==> config.mk <==
export PLATFORM = sky130hd
export DESIGN_NAME = vend_credit_fsm
export DESIGN_NICKNAME = d
export VERILOG_FILES = /design/src/rtl/vending_pkg.sv /design/src/rtl/vend_timeout_counter.sv /design/src/rtl/vend_credit_fsm.sv
export SDC_FILE = /design/constraint.sdc
export NUM_CORES = 1
export LEC_CHECK = 0
export CORE_MARGIN = 2
export CORE_UTILIZATION = 39
export CTS_CLUSTER_SIZE = 10
export DETAILED_ROUTE_END_ITERATION = 8
export GPL_TIMING_DRIVEN = 0
export HOLD_SLACK_MARGIN = 0.15
export PLACE_DENSITY = 0.63
export SETUP_SLACK_MARGIN = 0.4
export SLEW_MARGIN = 20
export SYNTH_ARGS = -nofsm -noshare
export SYNTH_HDL_FRONTEND = slang
export SYNTH_SLANG_ARGS = --single-unit
==> constraint.sdc <==
create_clock -name clock -period 3.5 [get_ports clock]
set_input_delay 0.35 -clock clock [delete_from_list [all_inputs] [get_ports clock]]
set_output_delay 0.35 -clock clock [all_outputs]
set_load 0.005 [all_outputs]
==> src/rtl/vending_pkg.sv <==
// Shared coin encodings, coin values and controller state encodings
// for the vending machine credit path.
package vending_pkg;

    localparam logic [1:0] COIN_5   = 2'b00;
    localparam logic [1:0] COIN_10  = 2'b01;
    localparam logic [1:0] COIN_25  = 2'b10;
    localparam logic [1:0] COIN_BAD = 2'b11;

    localparam int unsigned CENTS_5  = 5;
    localparam int unsigned CENTS_10 = 10;
    localparam int unsigned CENTS_25 = 25;

    typedef enum logic [1:0] {
        ST_IDLE    = 2'd0,
        ST_COLLECT = 2'd1,
        ST_VEND    = 2'd2,
        ST_CHANGE  = 2'd3
    } state_e;

    // Cent value of a coin code; the invalid code is worth nothing.
    function automatic int unsigned coin_cents(input logic [1:0] code);
        int unsigned cents;
        case (code)
            COIN_5:  cents = CENTS_5;
            COIN_10: cents = CENTS_10;
            COIN_25: cents = CENTS_25;
            default: cents = 0;
        endcase
        return cents;
    endfunction

endpackage

==> src/rtl/vend_timeout_counter.sv <==
// Cycle counter for the VEND dwell; term_c is high while the count sits
// at TIMEOUT-1 so the controller aborts on the following edge.
module vend_timeout_counter #(
    parameter int unsigned TIMEOUT = 1000
) (
    input  logic clock,
    input  logic reset,
    input  logic clear_i,
    input  logic enable_i,
    output logic term_c
);

    localparam int unsigned TW = (TIMEOUT > 1) ? $clog2(TIMEOUT) : 1;

    logic [TW-1:0] count_q;
    logic [TW-1:0] count_d;

    always_comb begin
        count_d = count_q;
        if (clear_i) begin
            count_d = '0;
        end else if (enable_i) begin
            count_d = count_q + TW'(1);
        end
    end

    always_ff @(posedge clock) begin
        if (reset) begin
            count_q <= '0;
        end else begin
            count_q <= count_d;
        end
    end

    assign term_c = enable_i && (count_q == TW'(TIMEOUT - 1));

endmodule

==> src/rtl/vend_credit_fsm.sv <==
// Coin-credit controller: accumulates coins, authorises vends, pulses the
// dispense flip-flop set/clear inputs and hands out change or refunds.
module vend_credit_fsm
    import vending_pkg::*;
#(
    parameter int unsigned PRICE      = 50,
    parameter int unsigned CREDIT_MAX = 200,
    parameter int unsigned TIMEOUT    = 1000,
    parameter int unsigned CW         = 8
) (
    input  logic          clock,
    input  logic          reset,
    input  logic          coin_valid,
    input  logic [1:0]    coin_code,
    input  logic          select,
    input  logic          cancel,
    input  logic          dispense_done,
    input  logic          change_ack,
    output logic          latch_set,
    output logic          latch_clr,
    output logic          coin_reject,
    output logic [CW-1:0] credit,
    output logic          change_valid,
    output logic [CW-1:0] change_amount,
    output logic          busy
);

    state_e        state_q, state_d;
    logic [CW-1:0] credit_q, credit_d;
    logic [CW-1:0] amount_q, amount_d;
    logic          cv_q, cv_d;
    logic          set_q, set_d;
    logic          clr_q, clr_d;
    logic          rej_q, rej_d;
    logic          busy_q, busy_d;

    logic          timeout_c;
    logic [CW:0]   sum_c;
    logic          coin_ok_c;
    logic          accept_c;
    logic [CW-1:0] remainder_c;

    vend_timeout_counter #(
        .TIMEOUT (TIMEOUT)
    ) u_timeout (
        .clock    (clock),
        .reset    (reset),
        .clear_i  (state_q != ST_VEND),
        .enable_i (state_q == ST_VEND),
        .term_c   (timeout_c)
    );

    // Wide sum so a coin that would overflow CW bits is still caught.
    assign sum_c       = {1'b0, credit_q} + (CW+1)'(coin_cents(coin_code));
    assign coin_ok_c   = coin_valid && (coin_code != COIN_BAD)
                         && (sum_c <= (CW+1)'(CREDIT_MAX));
    assign remainder_c = credit_q - CW'(PRICE);

    always_comb begin
        state_d  = state_q;
        credit_d = credit_q;
        amount_d = amount_q;
        cv_d     = cv_q;
        set_d    = 1'b0;
        clr_d    = 1'b0;
        accept_c = 1'b0;

        case (state_q)
            ST_IDLE: begin
                if (coin_ok_c) begin
                    credit_d = sum_c[CW-1:0];
                    accept_c = 1'b1;
                    state_d  = ST_COLLECT;
                end
            end
            ST_COLLECT: begin
                if (cancel) begin
                    amount_d = credit_q;
                    cv_d     = 1'b1;
                    state_d  = ST_CHANGE;
                end else if (select && (credit_q >= CW'(PRICE))) begin
                    set_d   = 1'b1;
                    state_d = ST_VEND;
                end else if (coin_ok_c) begin
                    credit_d = sum_c[CW-1:0];
                    accept_c = 1'b1;
                end
            end
            ST_VEND: begin
                // A drop reported on the timeout cycle still counts as a vend.
                if (dispense_done) begin
                    clr_d    = 1'b1;
                    credit_d = remainder_c;
                    if (remainder_c != '0) begin
                        amount_d = remainder_c;
                        cv_d     = 1'b1;
                        state_d  = ST_CHANGE;
                    end else begin
                        state_d = ST_IDLE;
                    end
                end else if (timeout_c) begin
                    clr_d    = 1'b1;
                    amount_d = credit_q;
                    cv_d     = 1'b1;
                    state_d  = ST_CHANGE;
                end
            end
            ST_CHANGE: begin
                if (change_ack) begin
                    credit_d = '0;
                    amount_d = '0;
                    cv_d     = 1'b0;
                    state_d  = ST_IDLE;
                end
            end
            default: state_d = ST_IDLE;
        endcase

        rej_d  = coin_valid && !accept_c;
        busy_d = (state_d == ST_VEND) || (state_d == ST_CHANGE);
    end

    always_ff @(posedge clock) begin
        if (reset) begin
            state_q  <= ST_IDLE;
            credit_q <= '0;
            amount_q <= '0;
            cv_q     <= 1'b0;
            set_q    <= 1'b0;
            clr_q    <= 1'b0;
            rej_q    <= 1'b0;
            busy_q   <= 1'b0;
        end else begin
            state_q  <= state_d;
            credit_q <= credit_d;
            amount_q <= amount_d;
            cv_q     <= cv_d;
            set_q    <= set_d;
            clr_q    <= clr_d;
            rej_q    <= rej_d;
            busy_q   <= busy_d;
        end
    end

    assign latch_set     = set_q;
    assign latch_clr     = clr_q;
    assign coin_reject   = rej_q;
    assign credit        = credit_q;
    assign change_valid  = cv_q;
    assign change_amount = amount_q;
    assign busy          = busy_q;

endmodule

# [After elaboration in Yosys (flattened, before gate mapping)]
# Cells that the tools add are included.
[word_totals] reg_bits=33 latchBits=0 ramBits=0 mem_bits_ro=0 input_bits=9 out_inout_bits=21 word_cells=82 n_memories=0
[op_classes] add_sub_neg=3 mul=0 div_mod_pow=0 n_lt_le_gt_ge=2 eq_ne=17 shifts=0 muxes=33 bitwise=2 reduce_logical=16
[op_table] operator="$mux 8" n=9
[op_table] operator="$pmux 8 s4" n=1
[op_table] operator="$pmux 8 s3" n=1
[op_table] operator="$pmux 5 s3" n=1
[op_table] operator="$mux 2" n=7
[op_table] operator="$ne 2x2->1 const B" n=7
[op_table] operator="$mux 1" n=11
[op_table] operator="$add 10x1->10 const B" n=1
[op_table] operator="$eq 10x10->1 const B" n=1
[op_table] operator="$eq 2x2->1 const B" n=5
[op_table] operator="$add 8x9->9" n=1
[op_table] operator="$le 9x8->1 const B" n=1
[op_table] operator="$ge 8x6->1 const B" n=1
[op_table] operator="$pmux 2 s4" n=1
[op_table] operator="$reduce_bool 8->1" n=1
[op_table] operator="$sub 8x6->8 const B" n=1
[op_table] operator="$ne 3x3->1 const B" n=2
[op_table] operator="$logic_and 1x1->1" n=5
[op_table] operator="$reduce_and 5->1" n=1
[op_table] operator="$eq 2x1->1 const B" n=2
[op_table] operator="$logic_not 2->1" n=2
[op_table] operator="$reduce_and 4->1" n=1
[op_table] operator="$reduce_or 2->1" n=2
[op_table] operator="$pmux 1 s3" n=1
[op_table] operator="other kinds (6)" n=7

# [Depth between registers and ports, before layout]
# Gate-level depths: netlist of run 1.
[logic_depth] ltp_word=11 mapped_depth=11 mapped_depth_nobuf=10

# [Cells and area by module]
# Synthesis of run 1 repeated with hierarchy kept, for this count alone.
[hier_totals] hier_cells=263 hier_area_um2=2164.6
[by_module_without_submodules] module="vend_credit_fsm" n_inst=1 cells_per_inst=208 area_per_inst_um2=1685.4 seq_area_each_um2=460.4
[by_module_without_submodules] module="vend_timeout_counter" n_inst=1 cells_per_inst=55 area_per_inst_um2=479.2 seq_area_each_um2=200.2

# [Least setup slack after synthesis of run 1]
# No wires, ideal clock.
[synth_path] path_kind="input-to-reg" start="in coin_code[0]" end="reg credit_q[1], in the netlist credit[1]" setup_time_ns=0.121 arrival_time_ns=2.586 required_ns=3.379 slack_ns=0.792 stages=10 n_path_buf=0 cell_sequence="inv_1 > ha_1 > ha_1 > a21o_1 > a21oi_2 > a211oi_1 > o21a_1 > or2_4 > a31oi_4 > mux2_4"
[synth_via] elab_chain_cells=9 word_cells_on_any_way=13 cone_classes="add/sub (1); order compare (1); eq/ne (3); mux (5); reduce/logical (3)"
[synth_lines] element="start: declaration" line="vend_credit_fsm.sv:14" source="input logic [1:0] coin_code,"
[synth_lines] element="$eq 2x2->1, or another cell as far along" line="vending_pkg.sv:24" source="case (code)"
[synth_lines] element="$pmux 5 s3" line="vending_pkg.sv:24"
[synth_lines] element="$add 8x9->9" line="vend_credit_fsm.sv:54" source="assign sum_c = {1'b0, credit_q} + (CW+1)'(coin_cents(coin_code));"
[synth_lines] element="$le 9x8->1" line="vend_credit_fsm.sv:56" source="&& (sum_c <= (CW+1)'(CREDIT_MAX));"
[synth_lines] element="$logic_and 1x1->1" line="vend_credit_fsm.sv:56"
[synth_lines] element="$mux 8 (*)" line="vend_credit_fsm.sv:70, vend_credit_fsm.sv:84"
[synth_lines] element="$mux 8" line="vend_credit_fsm.sv:81" source="end else if (select && (credit_q >= CW'(PRICE))) begin"
[synth_lines] element="$mux 8" line="vend_credit_fsm.sv:77" source="if (cancel) begin"
[synth_lines] element="$pmux 8 s4 (*)" line="vend_credit_fsm.sv:68" source="case (state_q)"
[synth_lines] element="end signal: assignment" line="vend_credit_fsm.sv:135" source="credit_q <= credit_d;"
[synth_lines] element="end: declaration" line="vend_credit_fsm.sv:29" source="logic [CW-1:0] credit_q, credit_d;"
# Every way passes the cells marked *; elsewhere a longest branch is shown, timed or not. The select of a mux whose other input is x is not followed.
# A chain may end at the register's enable or synchronous reset.

# [Worst setup path in the final report of run 1]
[layout_path] start="in coin_code[1]" end="reg credit_q[6], in the netlist credit[6]"
# The elaborated chain is that of the path after synthesis.

==> results of run 1 <==
cell usage after synthesis (all sizes together), types with 2 or more instances:
library cell   n
xnor2         10
xor2           5
nor4           2
or3            2
ha            11
dfxtp         33
o311a          2
a21oi         20
and3           3
nand4          5
a31oi          5
a21o           3
nand2         28
mux2i          5
clkbuf         5
a211oi         8
o21ai         13
inv            7
nand2b         3
o22ai          3
buf            8
mux2           3
nor2b          4
nor2          31
or2            2
nor3           6
nand3         13
and2b          2
cell type report:
cell class | count | area share
Sequential cell | 33 | 0.243
Clock inverter | 1 | 0.0111
Clock buffer | 7 | 0.0318
Multi-Input combinational cell | 205 | 0.526
Tap cell | 72 | 0.0332
Timing Repair Buffer | 28 | 0.107
Inverter | 8 | 0.0111
Buffer | 13 | 0.0364
through the flow:
step                      cells  worst slack (ps)  utilization  hold WS [ps]
after floorplan             259               792            -           428
after global placement      358              30.9        0.464           449
after detailed placement    358              5.69        0.464           457
final                       367               513        0.499           285
after global routing        367               403        0.499           304
after CTS                   367               428        0.490           286
worst max-delay path: stages:
cell and delay [ps]:
clkdlybuf4s50_1 510, inv_1 90, ha_1 220, ha_1 290
a21o_1 180, a21oi_2 200, xnor2_1 210, and4_2 320
a31oi_4 130, a31oi_4 200, buf_12 150, mux2_4 300
worst max path at each step:
stage / start / to / slack, ps
after floorplan: coin_code[0] / credit[1]$_SDFFE_PP0P_ / 790
after global placement: coin_code[0] / credit[6]$_SDFFE_PP0P_ / 30
after detailed placement: coin_code[0] / credit[6]$_SDFFE_PP0P_ / 6
after CTS: coin_code[0] / credit[6]$_SDFFE_PP0P_ / 430
after global routing: coin_code[0] / credit[1]$_SDFFE_PP0P_ / 400
final: coin_code[1] / credit[6]$_SDFFE_PP0P_ / 510
sequential cells by signal, summed over array words and instances (netlist names), 2 cells and up:
signal             count
u_timeout.count_q     10
change_amount          8
credit                 8
state_q                2
power by group through the flow:
| stage | clock (mW) | sequential, mW | combinational [mW] |
|---|---|---|---|
| after floorplan | 0 | 0.477 | 0.401 |
| after global placement | 0 | 0.486 | 0.575 |
| after detailed placement | 0 | 0.488 | 0.579 |
| after CTS | 0.382 | 0.480 | 0.604 |
| after global routing | 0.400 | 0.490 | 0.683 |
| final | 0.378 | 0.480 | 0.628 |
per-layer routing:
metal,vias up,global-route usage,routed length [um]
li1,992,-,-
met5,-,0,0
met3,10,0.0287,252
met4,0,0.0632,78
met2,62,0.294,2490
met1,929,0.265,2610
cell usage in the layout (no fill, tap or decap), types with 4 or more instances in the layout:
| cell | n |
|---|---|
| buf_6 | 4 |
| a21oi_1 | 16 |
| mux2i_1 | 5 |
| clkbuf_8 | 7 |
| nor2b_1 | 4 |
| ha_1 | 9 |
| inv_1 | 7 |
| nand4_1 | 5 |
| o21ai_0 | 13 |
| dfxtp_1 | 33 |
| clkbuf_1 | 5 |
| xnor2_1 | 10 |
| nand2_1 | 28 |
| nor3_1 | 6 |
| a211oi_1 | 5 |
| nand3_1 | 13 |
| clkdlybuf4s50_1 | 27 |
| xor2_1 | 5 |
| nor2_1 | 31 |
cells by family after synthesis:
group / after synthesis / synth area share
AOI/OAI and AO/OA: 64 / 0.211
xor gates and xnor gates: 15 / 0.0608
adders and majority gates: 12 / 0.0730
buffers and inverters: 21 / 0.0596
DFF: 33 / 0.306
muxes: 8 / 0.0440
and+or+nand+nor: 106 / 0.246
timing repair:
item	CTS	global route
resized for setup	2	8
endpoints found under the setup margin	6	6
pin swaps	1	3
setup buffers	1	0
==> impl_metrics.csv, run 1 <==
group,metric,value,unit
outcome,status,"completed",
worst_setup_path,timing_worst_setup_path_type,"in -> reg",
clocking,cts_made_buffers,5,
clocking,clock_path_buffers,2,
logic_synthesis,synth_nets,280,
route,wire_per_inst,14.8,um
logic_synthesis,syn_area_per_cell,8.34,sq um
sta,fmax,0.335,GHz
grt,grt_pass1_wl,9.20,mm
placed_design,io_buffer_count,27,
power,power.total,1.49,mW
worst_setup_path,critical_path_peak_fanout,7,
sta,fin_tns_setup,0,ps
finish,multi_input_area,1430,sq um
clocking,clock_latency,290,ps
power,p_switching,520,uW
power,combPwrFrac,0.422,
die,dieWidth,78.4,um
sta,setup_violations,0,
route,vias_per_cell,5.43,
die,io_pins,30,
finish,nNetsFinal,315,
power,p_int,967,uW
grt,grt_max_degree,11,
sta,grt_setup_unrepaired,"false",
clocking,cts_tree,"built",
power,p_leak,1.01,nW
finish,regArea,661,sq um
die,initial_core_util,0.397,
logic_synthesis,syn_area,2160,sq um
clocking,htree_levels,2,
clocking,cts_hold_buf,0,
logic_synthesis,syn_inst,259,
grt,grt_pass1_vias,1908,
sta,worst_pin_slew,508,ps
placed_design,postPlaceCellArea,2520,sq um
min_path,min_path_type,"in -> reg",
worst_setup_path,crit_arrival,3160,ps
worst_setup_path,cp-start-kind,"primary input",
worst_setup_path,r2r_slack,810,ps
sta,drv_slew,0,
sta,skew,4.51,ps
die,die_h,78.4,um
finish,drive_gt1_frac,0.149,
route,first_pass_iters,6,
sta,layout_min_cycle_time,2990,ps
sta,finalCritPeriodShare,0.854,
logic_synthesis,ys_types,56,
logic_synthesis,synth-edff-count,0,
clocking,clkTransAtPathRegs,70,ps
logic_synthesis,synth_flop_cell,"dfxtp_1",
job,max_cap_violations,0,
grt,overflow,0,
route,vias,1993,
min_path,worstHoldEndpoint,"change_amount[7]$_SDFFE_PP0P_",
clocking,root_buffer,"clkbuf_8",
power,swShare,0.350,
finish,num-fill-cells,528,
worst_setup_path,reg2reg_to,"credit[6]$_SDFFE_PP0P_",
logic_synthesis,synth-seq-area-share,0.306,
min_path,hp-start,"reset",
min_path,hold_path_depth,2,
worst_setup_path,r2r_cells,9,
route,drt-total-wl,5.44,mm
die,coreArea,5440,sq um
logic_synthesis,yosys-top-cells-area,"dfxtp_1, ha_1, nor2_1",
power,pwr-share-seq,0.323,
power,ir_drop,0.308,mV
clocking,cts_sinks,33,
grt,grtUsageTotal,0.188,
logic_synthesis,yosys.area.top_type_share,0.306,
logic_synthesis,ys_ff_latch,33,
power,power_density,548,nW/um^2
sta,hold_viol_final,0,
logic_synthesis,yosys_warnings,0,
placed_design,hpwlAfterDp,3.94,mm
sta,slew_headroom,0.660,
die,dieArea,6150,sq um
logic_synthesis,yosysTopAreaCell,"dfxtp_1",
placed_design,gp_routability_congestion,0.911,
finish,areaGrowthSynthToFinish,25.6,%
worst_setup_path,endpoint_kind,"flop",
finish,antenna_cells,0,
die,rows,27,
route,drt_drc_violations_left,0,
logic_synthesis,async_flop_share,0,
worst_setup_path,r2r-start,"credit[1]$_SDFFE_PP0P_",
worst_setup_path,required,3680,ps
route,drt_iter0_drc,160,
grt,antenna_found_initial,0,
power,clkPwrFrac,0.255,
finish,stdcell_area,2710,sq um
route,drtAntennaViolNets,0,
Power figures use the tool's default switching activity.
==> run 2: changes to the inputs <==
Settings changed: CORE_MARGIN 2 to 3.
==> impl_metrics.csv, run 2 (synthesis gave the netlist of run 1 again) <==
group,metric,value,unit
outcome,status,"completed",
finish,nNetsFinal,317,
grt,grt_pass1_wl,8.78,mm
power,power.total,1.38,mW
die,die_h,80.4,um
finish,final_cells,367,
die,dieWidth,80.4,um
finish,areaGrowthSynthToFinish,23.5,%
die,dieArea,6470,sq um
placed_design,post-place-ws,20.1,ps
worst_setup_path,r2r-start,"credit[1]$_SDFFE_PP0P_",
sta,fin_ws,492,ps
sta,hold_viol_final,0,
sta,worst_pin_slew,489,ps
finish,regArea,661,sq um
route,drt-total-wl,5.29,mm
die,rows,26,
route,wire_per_inst,14.4,um
worst_setup_path,required,3670,ps
placed_design,gp_routability_congestion,0.828,
clocking,clock_path_buffers,2,
clocking,clkTransAtPathRegs,70,ps
finish,final_cell_mix,"dfxtp_1, nor2_1, nand2_1",
placed_design,io_buffer_count,27,
worst_setup_path,crit_chain,"clkdlybuf4s50_1, inv_1, ha_1, ha_4, a21o_1, a21oi_4, a211oi_2, o21a_1, or2_4, a31oi_4, buf_12, mux2_4",
clocking,cts_sinks,33,
power,p_leak,0.998,nW
worst_setup_path,crit_arrival,3180,ps
sta,layout_min_cycle_time,3010,ps
finish,regMostFlops,"u_timeout.count_q",
worst_setup_path,crit_buf_inv,3,
finish,fin_util,0.509,
finish,largest_reg_flops,10,
clocking,htree_levels,2,
worst_setup_path,slowest_delay,510,ps
route,drtAntennaViolNets,0,
power,power_density,518,nW/um^2
min_path,hold_path_depth,2,
worst_setup_path,cp-start-kind,"primary input",
grt,antenna_found_initial,0,
clocking,cts_hold_buf,0,
worst_setup_path,reg2reg_to,"credit[6]$_SDFFE_PP0P_",
route,first_pass_iters,4,
worst_setup_path,timing_worst_setup_path_type,"in -> reg",
die,initial_core_util,0.413,
grt,overflow,0,
finish,drive_gt1_frac,0.141,
placed_design,hpwlAfterDp,3.87,mm
worst_setup_path,r2r_slack,780,ps
min_path,min_path_type,"in -> reg",
finish,multi_input_area,1400,sq um
route,vias,1963,
min_path,hp-start,"reset",
sta,fin_tns_setup,0,ps
worst_setup_path,r2r_cells,9,
sta,setup_violations,0,
finish,num-fill-cells,510,
clocking,root_buffer,"clkbuf_8",
placed_design,place_inst,356,
grt,grtUsageTotal,0.174,
sta,drv_slew,0,
worst_setup_path,path_delay_family,"compound AO/OA/AOI/OAI gates",
sta,fmax,0.332,GHz
sta,holdWs,292,ps
grt,grt_pass1_vias,1856,
sta,grt_setup_unrepaired,"false",
clocking,clock_latency,280,ps
sta,slew_headroom,0.674,
clocking,cts_tree,"built",
grt,grt_max_degree,11,
job,max_cap_violations,0,
worst_setup_path,critical-path-slowest-cell,"clkdlybuf4s50_1",
route,drt_drc_violations_left,0,
sta,finalCritPeriodShare,0.859,
finish,stdcell_area,2670,sq um
finish,antenna_cells,0,
power,ir_drop,0.226,mV
placed_design,postPlaceCellArea,2520,sq um
min_path,worstHoldEndpoint,"change_amount[7]$_SDFFE_PP0P_",
clocking,cts_made_buffers,5,
die,io_pins,30,
worst_setup_path,endpoint_kind,"flop",
route,drt_iter0_drc,117,
die,coreArea,5240,sq um
route,vias_per_cell,5.35,
worst_setup_path,critical_path_peak_fanout,7,
finish,final_common_cell,"dfxtp_1",
sta,skew,7.78,ps
[run 2: changes by cell type in the layout (fill, tap and decap cells not counted)]
cell / before / now
ha_4: 2 / 1
a21oi_1: 16 / 18
clkbuf_8: 7 / 6
a21oi_2: 3 / 1
bufinv_16: 1 / 0
ha_1: 9 / 10
a211oi_2: 3 / 2
clkinv_2: 0 / 2
a211oi_1: 5 / 6
buf_4: 2 / 4
[run 2: worst max path at each step]
stage	start	to	slack, ps	cells after the start
after floorplan	coin_code[0]	credit[1]$_SDFFE_PP0P_	790	10
after global placement	coin_code[0]	credit[6]$_SDFFE_PP0P_	5	11
after detailed placement	coin_code[0]	credit[6]$_SDFFE_PP0P_	20	11
after CTS	coin_code[0]	credit[6]$_SDFFE_PP0P_	430	12
after global routing	coin_code[0]	credit[6]$_SDFFE_PP0P_	360	12
final	coin_code[0]	credit[6]$_SDFFE_PP0P_	490	12
[run 2: area by class of cell]
cell class | count | share of cell area
multi-input cells | 205 | 0.526
flip-flops and latches | 33 | 0.248
repair buffers | 30 | 0.114
plain buffers | 13 | 0.0371
well taps | 70 | 0.0328
clock buffers | 6 | 0.0272
inverters | 8 | 0.0113
clock inverters | 2 | 0.00375
[run 2: power by group]
part	internal, mW	leakage [nW]	total [mW]	switching (mW)
Combinational	0.314	0.684	0.621	0.307
Sequential	0.424	0.269	0.481	0.0574
Clock	0.138	0.0450	0.281	0.143
[run 2: worst reg2reg max path, delay by kind of cell (launching register included)]
family,cells,cell delay [ps]
AND/OR/NAND/NOR,1,300
adder cells (fa/ha/maj),1,310
flip-flops,1,590
AO/OA/AOI/OAI,4,750
buffers and inverters,1,150
XOR/XNOR,1,220
multiplexers,1,300
[run 2: metal layers]
layer,vias to the layer above,track usage,share of wire
met5,-,0,0
li1,1004,-,-
met3,9,0.0314,0.059
met4,0,0.0659,0.017
met1,885,0.248,0.50
met2,65,0.257,0.42
[run 2: what timing repair did]
action                     in CTS  in global routing
hold endpoints to repair        0                  0
setup endpoints to repair       3                  8
gates resized for setup         1                  5
gates cloned                    0                  0
pin swaps                       1                  1
setup buffers                   2                  1
==> run 3: changes to the inputs <==
Settings changed: MAX_ROUTING_LAYER from default to met4.
==> impl_metrics.csv, run 3 (synthesis gave the netlist of run 1 again) <==
group,metric,value,unit
worst_setup_path,r2r_slack,770,ps
finish,areaGrowthSynthToFinish,23.5,%
placed_design,post-place-ws,20.1,ps
power,swShare,0.368,
worst_setup_path,crit_arrival,3170,ps
placed_design,gp_routability_congestion,0.840,
die,rows,26,
sta,grt_setup_unrepaired,"false",
grt,overflow,0,
die,dieWidth,80.4,um
route,drt_iter0_drc,109,
sta,finalCritPeriodShare,0.858,
die,die_h,80.4,um
sta,drv_slew,0,
sta,skew,6.59,ps
route,wire_per_inst,14.5,um
grt,grtUsageTotal,0.178,
worst_setup_path,crit_start,"coin_code[0]",
sta,fin_tns_setup,0,ps
sta,fmax,0.333,GHz
outcome,status,"completed",
placed_design,place_inst,356,
power,p_switching,509,uW
route,first_pass_iters,4,
worst_setup_path,timing_worst_setup_path_type,"in -> reg",
worst_setup_path,reg2reg_to,"credit[6]$_SDFFE_PP0P_",
clocking,clock_latency,290,ps
finish,final_cell_mix,"dfxtp_1, nor2_1, nand2_1",
die,io_pins,30,
sta,layout_min_cycle_time,3000,ps
sta,fin_ws,497,ps
worst_setup_path,crit_path_end,"credit[6]$_SDFFE_PP0P_",
route,vias_per_cell,5.35,
finish,final_common_cell,"dfxtp_1",
die,dieArea,6470,sq um
sta,worst_pin_slew,498,ps
clocking,cts_sinks,33,
sta,hold_viol_final,0,
worst_setup_path,crit_chain,"clkdlybuf4s50_1, inv_1, ha_1, ha_4, a21o_1, a21oi_4, a211oi_2, o21a_1, or2_4, a31oi_4, buf_12, mux2_4",
power,ir_drop,0.226,mV
worst_setup_path,r2r_cells,9,
worst_setup_path,cp-start-kind,"primary input",
worst_setup_path,critical-path-slowest-cell,"clkdlybuf4s50_1",
worst_setup_path,r2r-start,"credit[1]$_SDFFE_PP0P_",
die,initial_core_util,0.413,
route,drt_drc_violations_left,0,
power,power_density,519,nW/um^2
power,pwr-share-seq,0.348,
route,drt-total-wl,5.31,mm
die,coreArea,5240,sq um
grt,antenna_found_initial,0,
worst_setup_path,critical_path_peak_fanout,7,
clocking,cts_made_buffers,5,
clocking,clkTransAtPathRegs,70,ps
placed_design,io_buffer_count,27,
sta,slew_headroom,0.668,
power,combPwrFrac,0.449,
worst_setup_path,required,3670,ps
grt,grt_pass1_vias,1856,
min_path,min_path_type,"in -> reg",
finish,largest_reg_flops,10,
finish,regMostFlops,"u_timeout.count_q",
worst_setup_path,slowest_delay,510,ps
sta,setup_violations,0,
grt,grt_max_degree,11,
clocking,cts_tree,"built",
route,vias,1962,
clocking,clock_path_buffers,2,
power,p_leak,0.998,nW
clocking,htree_levels,2,
job,max_cap_violations,0,
route,drtAntennaViolNets,0,
finish,drive_gt1_frac,0.141,
power,p_int,875,uW
power,clkPwrFrac,0.203,
finish,final_cells,367,
grt,grt_pass1_wl,8.78,mm
worst_setup_path,endpoint_kind,"flop",
clocking,root_buffer,"clkbuf_8",
placed_design,hpwlAfterDp,3.87,mm
finish,nNetsFinal,317,
finish,antenna_cells,0,
==> run 3: how the worst min path moves through the flow <==
stage                                        end  slack (ps)                               from  cells past startpoint
6_report           change_amount[7]$_SDFFE_PP0P_         290                              reset                      2
5_1_grt            change_amount[7]$_SDFFE_PP0P_         300                              reset                      2
4_1_cts            change_amount[7]$_SDFFE_PP0P_         290                              reset                      2
3_5_place_dp   u_timeout.count_q[0]$_SDFFE_PP0P_         460  u_timeout.count_q[0]$_SDFFE_PP0P_                      1
3_3_place_gp   u_timeout.count_q[0]$_SDFFE_PP0P_         450  u_timeout.count_q[0]$_SDFFE_PP0P_                      1
2_1_floorplan               latch_set$_SDFF_PP0_         430                             cancel                      1
==> run 3: area by class of cell <==
type                    count  area [sq um]
plain buffers              13          98.8
clock inverters             2          10.0
clock buffers               6          72.6
flip-flops and latches     33           661
well taps                  70          87.6
multi-input cells         205          1400
inverters                   8          30.0
repair buffers             30           305
fillers                   510          2570
==> run 3: critical path, delay by kind of cell <==
| family | cells | cell delay, ps |
|---|---|---|
| simple gates | 1 | 260 |
| buf+inv | 3 | 760 |
| compound gates | 5 | 930 |
| mux | 1 | 290 |
| fa+ha+maj | 2 | 580 |
==> run 3: power groups by stage <==
stage | registers (mW) | logic, mW | clock network [mW]
2_1_floorplan | 0.477 | 0.401 | 0
3_3_place_gp | 0.486 | 0.577 | 0
3_5_place_dp | 0.486 | 0.576 | 0
4_1_cts | 0.478 | 0.603 | 0.286
5_1_grt | 0.489 | 0.684 | 0.304
6_report | 0.481 | 0.621 | 0.282
==> run 3: per-stage QoR <==
| stage | cell area, sq um | hold slack [ps] | power [mW] | util |
|---|---|---|---|---|
| floorplan | 2160 | 428 | 0.878 | - |
| global placement | 2520 | 450 | 1.06 | 0.481 |
| detailed placement | 2520 | 457 | 1.06 | 0.481 |
| CTS | 2630 | 294 | 1.37 | 0.502 |
| global route | 2670 | 297 | 1.48 | 0.509 |
| finish | 2670 | 290 | 1.38 | 0.509 |
==> run 3: timing repair <==
item | 4_1_cts | 5_1_grt
pin swaps | 1 | 1
setup endpoints to repair | 3 | 8
hold buffers | 0 | 0
resized for setup | 1 | 5
setup buffers | 2 | 1
gates cloned | 0 | 0
==> run 3: metal layers <==
| metal | GRT usage | routed length (um) |
|---|---|---|
| met2 | 0.257 | 2240 |
| met4 | 0.0659 | 93 |
| met1 | 0.248 | 2660 |
| met5 | - | 0 |
| met3 | 0.0314 | 312 |
==> variant: new RTL, flow settings as in run 1 <==
The 4 states of `state_e` get a one-hot encoding in 4 bits.
--- a/src/rtl/vending_pkg.sv
+++ b/src/rtl/vending_pkg.sv
@@ -11,11 +11,11 @@
     localparam int unsigned CENTS_10 = 10;
     localparam int unsigned CENTS_25 = 25;
 
-    typedef enum logic [1:0] {
-        ST_IDLE    = 2'd0,
-        ST_COLLECT = 2'd1,
-        ST_VEND    = 2'd2,
-        ST_CHANGE  = 2'd3
+    typedef enum logic [3:0] {
+        ST_IDLE    = 4'b0001,
+        ST_COLLECT = 4'b0010,
+        ST_VEND    = 4'b0100,
+        ST_CHANGE  = 4'b1000
     } state_e;
 
     // Cent value of a coin code; the invalid code is worth nothing.
Check against the original RTL: same outputs for any inputs over 10 cycles, from zero or initial values and one cycle with reset high; not proved beyond that.
==> variant against run 1 <==
  * Cell count grew 14%
  * Core utilization shrank 1.2 points
  * Non-clock buffer count grew 7
  * Worst setup slack gained 7.3 ps
  * Sequential share of layout area shrank 1.3 points
  * Via count grew 17%
  * Sequential cell count grew 2
  * Synthesized area grew 14%
  * Die area grew 14%
  * Critical path depth shrank 1
  * Design area grew 12%
  * Wire length grew 21%
  * Largest cell class unchanged
Power is not compared: it rests on default switching activity, and its combinational part moved more than twofold at a synthesized area within 25%.
==> variant: results (changes against run 1) <==
- Nets: 360 (+14%)
- Fillcell total: 639 (+21%)
- Largest register FFs: 10 (unchanged)
- Final Skew: 9.832 ps (+5.318 ps)
- R2R Path Start: credit[1]
- GP Congestion: 0.8653 (-5.0%)
- Initial DRC count: 214 (+34%)
- Synth top cells by count: 35 x dfxtp_1, 30 x nor2_1, 28 x nand2_1
- Critical Path Sink: credit[6]
- Hold EP: u_timeout.count_q[0]
- Max Cap Viol: 0 (unchanged)
- Leak: 1.127 nW
- Status: completed
- Global-route usage over all layers: 19.38% (+0.56 points)
- Hold Crit Start: u_timeout.count_q[0]
- Dpl ws: 134.7 ps (+129.0 ps)
- Delay-heaviest family, CP: simple AND/OR/NAND/NOR gates
- Slowest cell on the critical path: clkdlybuf4s50_1
- Syn Nets: 323 (+15%)
- Cell depth of the worst hold path: 1 (-1)
- Synth warn: 0 (unchanged)
- H-tree depth: 2 (unchanged)
- Worst Reg-to-Reg Cells: 9 (unchanged)
- Top reg by flops: u_timeout.count_q
- Critical path's largest stage delay: 510 ps (about the same)
- WL/cell: 15.83 microns (+6.9%)
- Ant. Diodes: 0 (unchanged)
- Reg-to-reg setup timing slack: 740 ps (-70 ps)
- Root Buffer: clkbuf_8
- First-pass GRT wire length: 11120 microns (+21%)
- Pin count of the biggest net entering global routing: 14 (+3)
- Min-delay worst type: reg -> reg
- Antenna violations before repair: 0 (unchanged)
- Fmax: 335.6 MHz (+0.25%)
- Vias per cell: 5.614 (+3.4%)
- TritonCTS Buffers: 5 (unchanged)
- Vias in the first global route: 2303 (+21%)
- Worst-Skew Late Latency: 300 ps
- Crit-path max FO: 8 (+1)
- Drt pass-1 iters: 4 (-2)
- Post-DP HPWL: 4850 microns (+23%)
- Synth unique cells: 67 (+20%)
- Synth area leaders: dfxtp_1 28%, ha_1 5.6%, nor2_1 4.6%
- Reg2Reg Capture Point: credit[4]
- Seq/Total Area, Yosys: 28.34% (-2.2 points)
- Critical path launch point: coin_code[0]
- WHS: 467.1 ps (+182.0 ps)
- Max-slew headroom: 54.52% (-12 points)
- Port-buffer cells: 29 (+7.4%)
- Layout cells sized above 1: 13.82% (-1.1 points)
- Clock transition at path regs: 80 ps
- Ys async rst share: 0% (unchanged)
- Arrival time worst endpoint: 3140 ps (-20 ps)
- Clock buffer depth: 2 (unchanged)
- Worst IR Drop VDD: 0.2005 mV
variant: cell types whose count changed after synthesis, sizes merged, moves of 4 or more:
cell / change
clkbuf: +6
o21ai: +6
a211o: +5
nand3: -5
nor3: +5
xnor2: -5
and2: +4
and3: +4
inv: +4
o32ai: +4
variant: repair_timing:
action	CTS	global route
resized for setup	0	11
setup buffers	0	1
setup endpoints to repair	0	9
variant: cell families (layout without fill, tap and decap cells):
| kind of cell | count (synthesis) | in the layout | share of synthesized area, % |
|---|---|---|---|
| XOR/XNOR | 12 | 12 | 4.251 |
| adder cells (fa/ha/maj) | 12 | 12 | 6.376 |
| flip-flops | 35 | 35 | 28.34 |
| AO/OA/AOI/OAI | 89 | 89 | 27.68 |
| multiplexers | 5 | 5 | 2.075 |
| AND/OR/NAND/NOR | 120 | 120 | 26.26 |
| buffers and inverters | 29 | 67 | 5.010 |
variant: metal layers:
metal,GRT usage (%),wire length (microns),vias to the layer above
met5,0,0,-
met3,3.858,309,13
met2,29.53,2893,56
met1,26.75,3259,1094
met4,7.918,140,0
li1,-,-,1178
variant: power by group:
part	internal [mW]	leakage [nW]	switching [mW]
Clock	0.215	0.0548	0.168
Sequential	0.409	0.283	0.0171
Combinational	0.123	0.789	0.157
variant: metrics by stage:
stage	instance area, sq um	std cells	total power [mW]
floorplan	2472	302	0.6141
global placement	2859	408	0.6887
detailed placement	2859	408	0.6910
CTS	2974	416	1.075
global route	3039	417	1.142
finish	3039	417	1.089
variant: cell type report:
class / count / area share [%]
Multi-Input combinational cell: 238 / 56.11
Clock inverter: 3 / 1.523
Sequential cell: 35 / 23.05
Timing Repair Buffer: 30 / 9.798
Inverter: 11 / 1.359
Tap cell: 77 / 3.170
Clock buffer: 5 / 2.264
Buffer: 18 / 2.717
